<file path="src/rtl/axis_div_pkg.sv">
// Shared definitions for the multi-axis divider PIO: register map offsets
// and a small elaboration-time helper.
package axis_div_pkg;

    // Divider registers start at word 0, one word per channel.
    localparam int DIV_BASE = 0;

    // Enable mask sits directly after the last divider word.
    function automatic int en_ofs(input int n_ch);
        return DIV_BASE + n_ch;
    endfunction

    // Sticky tick status follows the enable mask.
    function automatic int stat_ofs(input int n_ch);
        return DIV_BASE + n_ch + 1;
    endfunction

    // Ceiling log2, used when sizing the word address.
    function automatic int clog2(input int v);
        int r;
        r = 0;
        while ((1 << r) < v) r++;
        return r;
    endfunction

endpackage

</file>
<file path="src/rtl/axis_div_chan.sv">
// One axis of the divider: free-running counter, registered tick and the
// active divider. Optional macro AXIS_DIV_SHADOW_EN adds a pending divider
// register so period changes only land on a terminal count.
module axis_div_chan
    import axis_div_pkg::*;
#(
    parameter int DIV_W = 4
) (
    input  logic             clk,
    input  logic             reset,
    input  logic             en,
    input  logic             wr,
    input  logic [DIV_W-1:0] wdata,
    output logic             tick,
    output logic [DIV_W-1:0] div_act
);

    logic [DIV_W-1:0] cnt_q, cnt_d;
    logic [DIV_W-1:0] div_act_q, div_act_d;
    logic             tick_q, tick_d;
    logic             term;
`ifdef AXIS_DIV_SHADOW_EN
    logic [DIV_W-1:0] div_pend_q, div_pend_d;
`endif

    // Terminal count: the cycle whose edge emits a tick and rewinds the counter.
    assign term = en && (cnt_q == div_act_q);

    // Counter/tick next state and divider update policy.
    always_comb begin
        cnt_d     = '0;
        tick_d    = 1'b0;
        div_act_d = div_act_q;
        if (en) begin
            tick_d = term;
            cnt_d  = term ? '0 : cnt_q + 1'b1;
        end
`ifdef AXIS_DIV_SHADOW_EN
        // Pending always tracks the last write; when idle it equals div_act.
        div_pend_d = wr ? wdata : div_pend_q;
        // Swap only at a period boundary (or while stopped) so no period is cut.
        if (!en || term)
            div_act_d = wr ? wdata : div_pend_q;
`else
        // Immediate update: restart the period from zero on the new divider.
        if (wr) begin
            div_act_d = wdata;
            cnt_d     = '0;
        end
`endif
    end

    // Channel state registers.
    always_ff @(posedge clk or posedge reset) begin
        if (reset) begin
            cnt_q      <= '0;
            tick_q     <= 1'b0;
            div_act_q  <= '0;
`ifdef AXIS_DIV_SHADOW_EN
            div_pend_q <= '0;
`endif
        end else begin
            cnt_q      <= cnt_d;
            tick_q     <= tick_d;
            div_act_q  <= div_act_d;
`ifdef AXIS_DIV_SHADOW_EN
            div_pend_q <= div_pend_d;
`endif
        end
    end

    assign tick    = tick_q;
    assign div_act = div_act_q;

endmodule

</file>
<file path="src/rtl/axis_div_pio_multi.sv">
// Multi-axis divider PIO on an Avalon-MM slave: N_CH divider words, an enable
// mask and a write-1-to-clear sticky tick status. Build macro
// AXIS_DIV_SHADOW_EN selects glitch-free (terminal-count) divider updates.
module axis_div_pio_multi
    import axis_div_pkg::*;
#(
    parameter int N_CH   = 4,
    parameter int DIV_W  = 4,
    parameter int DATA_W = 32,
    parameter int ADDR_W = 3
) (
    input  logic                  clk,
    input  logic                  reset,
    input  logic [ADDR_W-1:0]     address,
    input  logic                  chipselect,
    input  logic                  write_n,
    input  logic                  read_n,
    input  logic [DATA_W-1:0]     writedata,
    output logic [DATA_W-1:0]     readdata,
    output logic [N_CH-1:0]       tick_out,
    output logic [N_CH*DIV_W-1:0] out_port
);

    localparam logic [ADDR_W-1:0] EN_ADDR   = ADDR_W'(en_ofs(N_CH));
    localparam logic [ADDR_W-1:0] STAT_ADDR = ADDR_W'(stat_ofs(N_CH));

    logic                       wr, rd;
    logic [N_CH-1:0]            wr_div;
    logic [N_CH-1:0]            tick;
    logic [N_CH-1:0][DIV_W-1:0] div_act;
    logic [N_CH-1:0]            en_q, en_d;
    logic [N_CH-1:0]            status_q, status_d;
    logic [DATA_W-1:0]          readdata_q, readdata_d;
    logic [DATA_W-1:0]          rd_val;
    logic                       unused_wdata;

    assign wr = chipselect & ~write_n;
    assign rd = chipselect & ~read_n;

    // Upper write-data bits beyond the widest field are don't-care.
    assign unused_wdata = ^writedata;

    genvar i;
    generate
        for (i = 0; i < N_CH; i++) begin : g_ch
            assign wr_div[i] = wr && (address == ADDR_W'(DIV_BASE + i));
            axis_div_chan #(.DIV_W(DIV_W)) u_chan (
                .clk     (clk),
                .reset   (reset),
                .en      (en_q[i]),
                .wr      (wr_div[i]),
                .wdata   (writedata[DIV_W-1:0]),
                .tick    (tick[i]),
                .div_act (div_act[i])
            );
        end
    endgenerate

    // Enable and status next state; a tick setting status beats a clear.
    always_comb begin
        en_d     = en_q;
        status_d = status_q;
        if (wr && address == EN_ADDR)
            en_d = writedata[N_CH-1:0];
        if (wr && address == STAT_ADDR)
            status_d = status_q & ~writedata[N_CH-1:0];
        status_d = status_d | tick;
    end

    // Read mux on pre-write register values; readdata holds between reads.
    always_comb begin
        rd_val = '0;
        for (int c = 0; c < N_CH; c++)
            if (address == ADDR_W'(DIV_BASE + c))
                rd_val = DATA_W'(div_act[c]);
        if (address == EN_ADDR)
            rd_val = DATA_W'(en_q);
        if (address == STAT_ADDR)
            rd_val = DATA_W'(status_q);
        readdata_d = rd ? rd_val : readdata_q;
    end

    // Top-level register file.
    always_ff @(posedge clk or posedge reset) begin
        if (reset) begin
            en_q       <= '0;
            status_q   <= '0;
            readdata_q <= '0;
        end else begin
            en_q       <= en_d;
            status_q   <= status_d;
            readdata_q <= readdata_d;
        end
    end

    assign readdata = readdata_q;
    assign tick_out = tick;
    assign out_port = div_act;

endmodule
</file>
<file path="config.mk">
export PLATFORM = sky130hd
export DESIGN_NAME = axis_div_pio_multi
export DESIGN_NICKNAME = d
export VERILOG_FILES = /design/src/rtl/axis_div_pkg.sv /design/src/rtl/axis_div_chan.sv /design/src/rtl/axis_div_pio_multi.sv
export SDC_FILE = /design/constraint.sdc
export NUM_CORES = 1
export LEC_CHECK = 0
export ABC_AREA = 1
export CAP_MARGIN = 20
export CORE_MARGIN = 4
export CORE_UTILIZATION = 45
export CTS_BUF_LIST = sky130_fd_sc_hd__clkbuf_8
export CTS_CLUSTER_SIZE = 14
export DETAILED_ROUTE_END_ITERATION = 10
export PLACE_DENSITY = 0.86
export SLEW_MARGIN = 20
export SYNTH_ARGS = -nofsm -noshare
export SYNTH_HDL_FRONTEND = slang
export SYNTH_SLANG_ARGS = --single-unit
</file>
<file path="constraint.sdc">
create_clock -name clk -period 4.75 [get_ports clk]
set_clock_uncertainty 0.2 [all_clocks]
set_input_delay 1.425 -clock clk [delete_from_list [all_inputs] [get_ports clk]]
set_output_delay 1.425 -clock clk [all_outputs]
set_load 0.01 [all_outputs]
</file>
==> run_results.csv, run 1 <==
group,metric,value,unit
power_and_ir_drop,pwr-share-seq,0.499,
worst_setup_path,cpMaxStageDelayCell,"clkdlybuf4s50_1",
placed_design,dp_hpwl,4.01,mm
worst_setup_path,r2r_end,"g_ch[3].u_chan.cnt_q[2]",
worst_setup_path,start_kind,"primary input",
final_layout,final_cell_count_no_fill,421,
yosys,synth_top_family_by_area,"simple AND/OR/NAND/NOR gates",
power_and_ir_drop,power.share.clock,0.226,
route,drt-initial-drc-count,160,
final_layout,n_antenna_cell,0,
yosys,synth.avg_cell_area,8.24,µm²
clock_tree,clk_latency,310,ps
worst_setup_path,reg2regPathDepth,5,
clock_tree,cts-root-buf,"clkbuf_8",
sta,finalSetupTns,0,ps
final_layout,area_delta_synth_final,14.7,%
yosys,synth_compound_area_frac,0.0769,
run_status,status,"completed",
sta,slew_headroom,0.456,
die,initial_core_util,0.467,
final_layout,fin_nets,392,
min_path,hold_path_depth,2,
sta,tightest_slew,816,ps
route,drt-pass1-iter-count,4,
sta,rsz0062_at_grt,"no",
yosys,synth_fa_ha_area_frac,0.0193,
clock_tree,cts_buffer_depth,2,
power_and_ir_drop,pwr-share-comb,0.275,
placed_design,portBuffers,35,
min_path,min_to,"status_q[3]",
sta,clock.fmax,335,MHz
yosys,synth_top_area_frac,0.464,
yosys,yosysUniqueCellTypes,33,
worst_setup_path,critical_path.max_fanout,10,
worst_setup_path,crit_chain,"clkdlybuf4s50_1 -> inv_2 -> nor3_4 -> nand2_2 -> nand2_1 -> o21bai_2 -> nor2_2",
yosys,yosys.area_share.simple,0.244,
clock_tree,cts_setup_buffers,0,
route,ant_nets,0,
clock_tree,htreeDepth,2,
clock_tree,path_clk_slew,90,ps
die,coreArea,0.00554,mm²
power_and_ir_drop,leakage,0.00143,µW
worst_setup_path,crit_type,"primary input to register",
worst_setup_path,r2r_setup_slack,3260,ps
grt,gr-total-overflow,0,
yosys,ys_seq_area_frac,0.464,
route,vias_per_cell,4.77,
power_and_ir_drop,powerDensity,377,mW/mm²
sta,slew_violations,0,
clock_tree,cts_buffers,5,
final_layout,drive_gt1_frac,0.0774,
route,drt_wl_total,5.38,mm
yosys,synth-seq-cells,48,
yosys,ys_warn_count,0,
die,io_pins,92,
worst_setup_path,critical-path-max-stage-delay,710,ps
route,drcViolationCount,0,
grt,antenna_found_initial,0,
sta,setup_viol,0,
yosys,syn_inst,314,
grt,grt_pass1_wl,9.20,mm
die,die_area,0.00703,mm²
flow_run,maxCapViolCount,0,
power_and_ir_drop,swShare,0.335,
clock_tree,cts_tree,"done",
die,rows,27,
clock_tree,clock-sinks,48,
power_and_ir_drop,p_int,743,µW
yosys,muxShareOfSynthArea,0,
route,wl_per_cell,12.8,µm
clock_tree,post_cts_resized,0,
sta,fin_hold_ws,281,ps
grt,grt_usage,0.163,
worst_setup_path,crit_path_end_kind,"register",
yosys,synth-xor-area-share,0.0372,
sta,fin_crit,2990,ps
worst_setup_path,reg2reg_from,"g_ch[3].u_chan.cnt_q[2]",
grt,grt_pass1_vias,1960,
yosys,yosys.area.top_type,"dfrtp_1",
yosys,ys.flop_type,"dfrtp_1",
sta,finalHoldViolCount,0,
die,die_y,83.8,µm
placed_design,dp_cells,413,
grt,grt_max_degree,49,
sta,post-route-period-util,0.629,
power_and_ir_drop,peakVddDrop,0.000147,V
power_and_ir_drop,power,1120,µW
yosys,synth-async-reset-ratio,1.00,
route,route.vias.total,2007,
power_and_ir_drop,netSwitchingPower,374,µW
yosys,synth.area.top_cells,"dfrtp_1 46%, buf_4 9.6%, nand2_1 9.0%",
min_path,hp-start,"g_ch[3].u_chan.tick",
worst_setup_path,arrival,2990,ps
clock_tree,cts_hold_buf,0,
die,die_w,83.8,µm
min_path,hold_class,"register to register",
yosys,netlist_area,0.00259,mm²
placed_design,place.gp.congestion,0.839,
worst_setup_path,worstPathRequired,4750,ps
yosys,synth_edf_count,0,
==> cell usage after synthesis (2+ instances only) <==
master / count
xor2_1: 4
nand3_1: 10
dfrtp_1: 48
xnor2_1: 7
a21oi_1: 2
nor2_1: 38
ha_1: 4
o21ai_0: 19
buf_4: 33
inv_2: 4
o21ai_1: 8
nand2_1: 62
a21boi_0: 2
nand4_1: 12
o22ai_1: 2
nor2_2: 7
inv_1: 36
==> layer usage <==
metal,vias up,wire [µm],global-route usage
met5,-,0,0
met4,0,89,0.0585
met3,8,414,0.0464
met2,72,2640,0.275
met1,927,2240,0.198
li1,1000,-,-
==> placed cells by master (no fill, tap or decap), types with 4 or more instances in the layout <==
cell type and count:
o21ai_0 19, conb_1 28, xor2_1 4, clkdlybuf4s50_1 35, nand2_1 62, ha_1 4, nor2_1 38, nor2_2 7
inv_2 4, dfrtp_1 48, nand3_1 10, xnor2_1 7, nand4_1 12, inv_1 35, o21ai_1 8, clkbuf_8 6
==> cells by family (layout without fill, tap and decap cells) <==
group           after synthesis  after routing
compound gates               36             36
xor+xnor                     11             11
fa+ha+maj                     4              4
buf+inv                      75             83
flops                        48             48
other cells                   1             28
simple gates                139            139
==> power groups by stage <==
| stage | registers, µW | clock network, µW | logic, µW |
|---|---|---|---|
| CTS | 557 | 257 | 311 |
| global placement | 559 | 0 | 297 |
| floorplan | 559 | 0 | 190 |
| global route | 569 | 276 | 348 |
| detailed placement | 564 | 0 | 309 |
| finish | 558 | 252 | 307 |
==> through the flow <==
step	area, µm²	worst slack [ps]	utilization
after floorplan	2690	1980	-
after global placement	2870	1460	0.519
after detailed placement	2870	1440	0.519
after CTS	2970	1770	0.535
after global routing	2970	1640	0.535
final	2970	1760	0.535
==> flip-flops by register name, indices dropped and copies added (netlist names) <==
register / cells
g_ch.u_chan.cnt_q: 16
g_ch.u_chan.div_act: 16
en_q: 4
g_ch.u_chan.tick: 4
readdata: 4
status_q: 4
==> worst max-delay path by stage <==
| stage | start | endpoint | slack, ps | cells after the start |
|---|---|---|---|---|
| global placement | address[0] | g_ch[3].u_chan.cnt_q[0] | 1460 | 7 |
| CTS | address[0] | g_ch[3].u_chan.cnt_q[2] | 1770 | 7 |
| detailed placement | address[0] | g_ch[3].u_chan.cnt_q[2] | 1440 | 7 |
| floorplan | reset | en_q[0] | 1980 | 1 |
| finish | address[0] | g_ch[3].u_chan.cnt_q[2] | 1760 | 7 |
| global route | address[0] | g_ch[3].u_chan.cnt_q[1] | 1640 | 7 |
==> cell type report <==
type | instances | area [µm²]
multi-input cells | 218 | 1080
inverters | 40 | 151
clock inverters | 2 | 10.0
repair buffers | 35 | 350
flip-flops and latches | 48 | 1200
fillers | 517 | 2570
clock buffers | 6 | 82.6
well taps | 72 | 90.1
==> worst max-delay path: cells and delay by family <==
family	cells	cell delay [ps]
buffers and inverters	2	820
and+or+nand+nor	4	570
AOI/OAI and AO/OA	1	170
(Power assumes the default switching activity.)
==> run 2, diff against run 1 <==
==> constraint.sdc (replaced) <==
create_clock -name clk -period 2.8 [get_ports clk]
set_clock_uncertainty 0.2 [all_clocks]
set_input_delay 0.84 -clock clk [delete_from_list [all_inputs] [get_ports clk]]
set_output_delay 0.84 -clock clk [all_outputs]
set_load 0.01 [all_outputs]
==> run 2 against run 1 <==
Die area unchanged. First-iteration DRC count up 0.63%. Sequential share of layout area down 0.54 points. Final cell count up 1.4%. Flip-flop and latch count unchanged. Setup slack worse by 1300 ps. Global-route usage down 0.69 points. Via count up 2.3%. Core utilization up 0.72 points. Critical path type is now register to primary output. Critical path depth down 6. Combinational power up 72%.
==> run_results.csv, run 2 (synthesis results as in run 1) <==
group,metric,value,unit
run_status,status,"completed",
worst_setup_path,critical_path.max_fanout,5,
power_and_ir_drop,power,1870,µW
sta,setup_viol,0,
sta,rsz0062_at_grt,"no",
sta,tightest_slew,564,ps
flow_run,maxCapViolCount,0,
worst_setup_path,critical-path-max-stage-delay,580,ps
placed_design,dp_hpwl,4.07,mm
clock_tree,post_cts_resized,0,
route,wl_per_cell,12.3,µm
placed_design,dp_cells,419,
final_layout,area_delta_synth_final,16.2,%
sta,fin_hold_ws,265,ps
worst_setup_path,cpLargestDelayFamily,"buffers and inverters",
grt,grt_max_degree,49,
grt,grt_usage,0.156,
sta,clock.fmax,420,MHz
worst_setup_path,r2r_setup_slack,1290,ps
worst_setup_path,reg2regPathDepth,5,
worst_setup_path,r2r_end,"g_ch[3].u_chan.cnt_q[0]",
clock_tree,cts_setup_buffers,0,
worst_setup_path,worstPathRequired,1760,ps
die,initial_core_util,0.467,
power_and_ir_drop,p_int,1240,µW
sta,slew_headroom,0.624,
power_and_ir_drop,netSwitchingPower,629,µW
final_layout,layout_common_cells,"62 x nand2_1, 48 x dfrtp_1, 38 x nor2_1",
sta,finalHoldViolCount,0,
final_layout,n_antenna_cell,0,
route,drcViolationCount,0,
clock_tree,cts-root-buf,"clkbuf_8",
power_and_ir_drop,powerDensity,622,mW/mm²
final_layout,final_common_cell,"nand2_1",
worst_setup_path,cpMaxStageDelayCell,"clkdlybuf4s50_1",
grt,grt-busiest-layer,"met2",
clock_tree,clock-sinks,48,
worst_setup_path,cp.depth,1,
final_layout,final_cell_count_no_fill,427,
grt,grt_pass1_wl,9.07,mm
sta,slew_violations,0,
grt,use_met1,0.196,
worst_setup_path,crit_buf_inv,1,
worst_setup_path,start_kind,"register",
grt,globalRouteMet3Util,0.0365,
final_layout,multi_input_area,0.00108,mm²
grt,antenna_found_initial,0,
worst_setup_path,reg2reg_from,"g_ch[3].u_chan.div_act[2]",
final_layout,fin_nets,398,
clock_tree,cts_hold_buf,0,
route,route.vias.total,2054,
clock_tree,cts_tree,"done",
clock_tree,cts_buffers,5,
die,die_w,83.8,µm
sta,fin_crit,2380,ps
worst_setup_path,crit_chain,"clkdlybuf4s50_1",
final_layout,final_util,0.543,
final_layout,n_fill_cell,494,
sta,finalSetupTns,0,ps
power_and_ir_drop,peakVddDrop,0.000301,V
power_and_ir_drop,swShare,0.336,
sta,post-route-period-util,0.851,
min_path,hp-start,"g_ch[2].u_chan.tick",
power_and_ir_drop,power.share.clock,0.215,
die,rows,27,
worst_setup_path,crit_start,"g_ch[3].u_chan.div_act[0]",
power_and_ir_drop,pwr-share-comb,0.282,
power_and_ir_drop,leakage,0.00145,µW
grt,grtUsageMet2,0.266,
final_layout,register_area,0.00120,mm²
route,ant_nets,0,
clock_tree,htreeDepth,2,
route,drt-pass1-iter-count,4,
clock_tree,clk_latency,300,ps
die,die_y,83.8,µm
placed_design,place.gp.congestion,0.859,
power_and_ir_drop,pwr-share-seq,0.504,
route,drt_wl_total,5.26,mm
route,vias_per_cell,4.81,
final_layout,drive_gt1_frac,0.0901,
grt,grt_pass1_vias,2001,
worst_setup_path,crit_path_end_kind,"primary output",
die,coreArea,0.00554,mm²
die,die_area,0.00703,mm²
clock_tree,cts_buffer_depth,2,
worst_setup_path,crit_type,"register to primary output",
route,drt-initial-drc-count,161,
clock_tree,path_clk_slew,90,ps
grt,gr-total-overflow,0,
worst_setup_path,crit_end,"out_port[12]",
worst_setup_path,arrival,1340,ps
min_path,hold_class,"register to register",
die,io_pins,92,
placed_design,portBuffers,35,
==> run 2: cell types whose count changed in the layout (fill, tap and decap cells not counted), sizes merged <==
cell | before | now
clkinv | 3 | 1
inv | 39 | 41
clkbuf | 6 | 5
clkinvlp | 0 | 1
buf | 0 | 6
==> run 2: routing by layer <==
metal	up-vias	wire, µm
li1	1015	-
met1	948	2210
met2	78	2540
met3	13	403
met4	0	107
met5	-	0
==> run 2: area by class of cell <==
class | count | share of cell area
Tap cell | 72 | 0.0300
Clock inverter | 3 | 0.00666
Multi-Input combinational cell | 218 | 0.360
Timing Repair Buffer | 41 | 0.132
Inverter | 40 | 0.0499
Clock buffer | 5 | 0.0229
Sequential cell | 48 | 0.400
==> run 2: worst min-delay path by stage <==
stage	to	cells past startpoint
5_1_grt	status_q[2]	2
6_report	status_q[2]	2
3_3_place_gp	status_q[3]	2
3_5_place_dp	status_q[2]	2
2_1_floorplan	status_q[0]	2
4_1_cts	status_q[2]	2
==> run 2: power groups by stage <==
stage | sequential, µW | combinational, µW | clock, µW
final | 943 | 527 | 401
after global routing | 963 | 598 | 441
after CTS | 942 | 532 | 406
after detailed placement | 955 | 529 | 0
after global placement | 950 | 507 | 0
after floorplan | 949 | 323 | 0
==> run 2: through the flow <==
| stage | instance area (µm²) | worst slack, ps |
|---|---|---|
| global placement | 2920 | 270 |
| floorplan | 2690 | 616 |
| CTS | 3010 | 416 |
| global route | 3010 | 357 |
| finish | 3010 | 417 |
| detailed placement | 2920 | 233 |
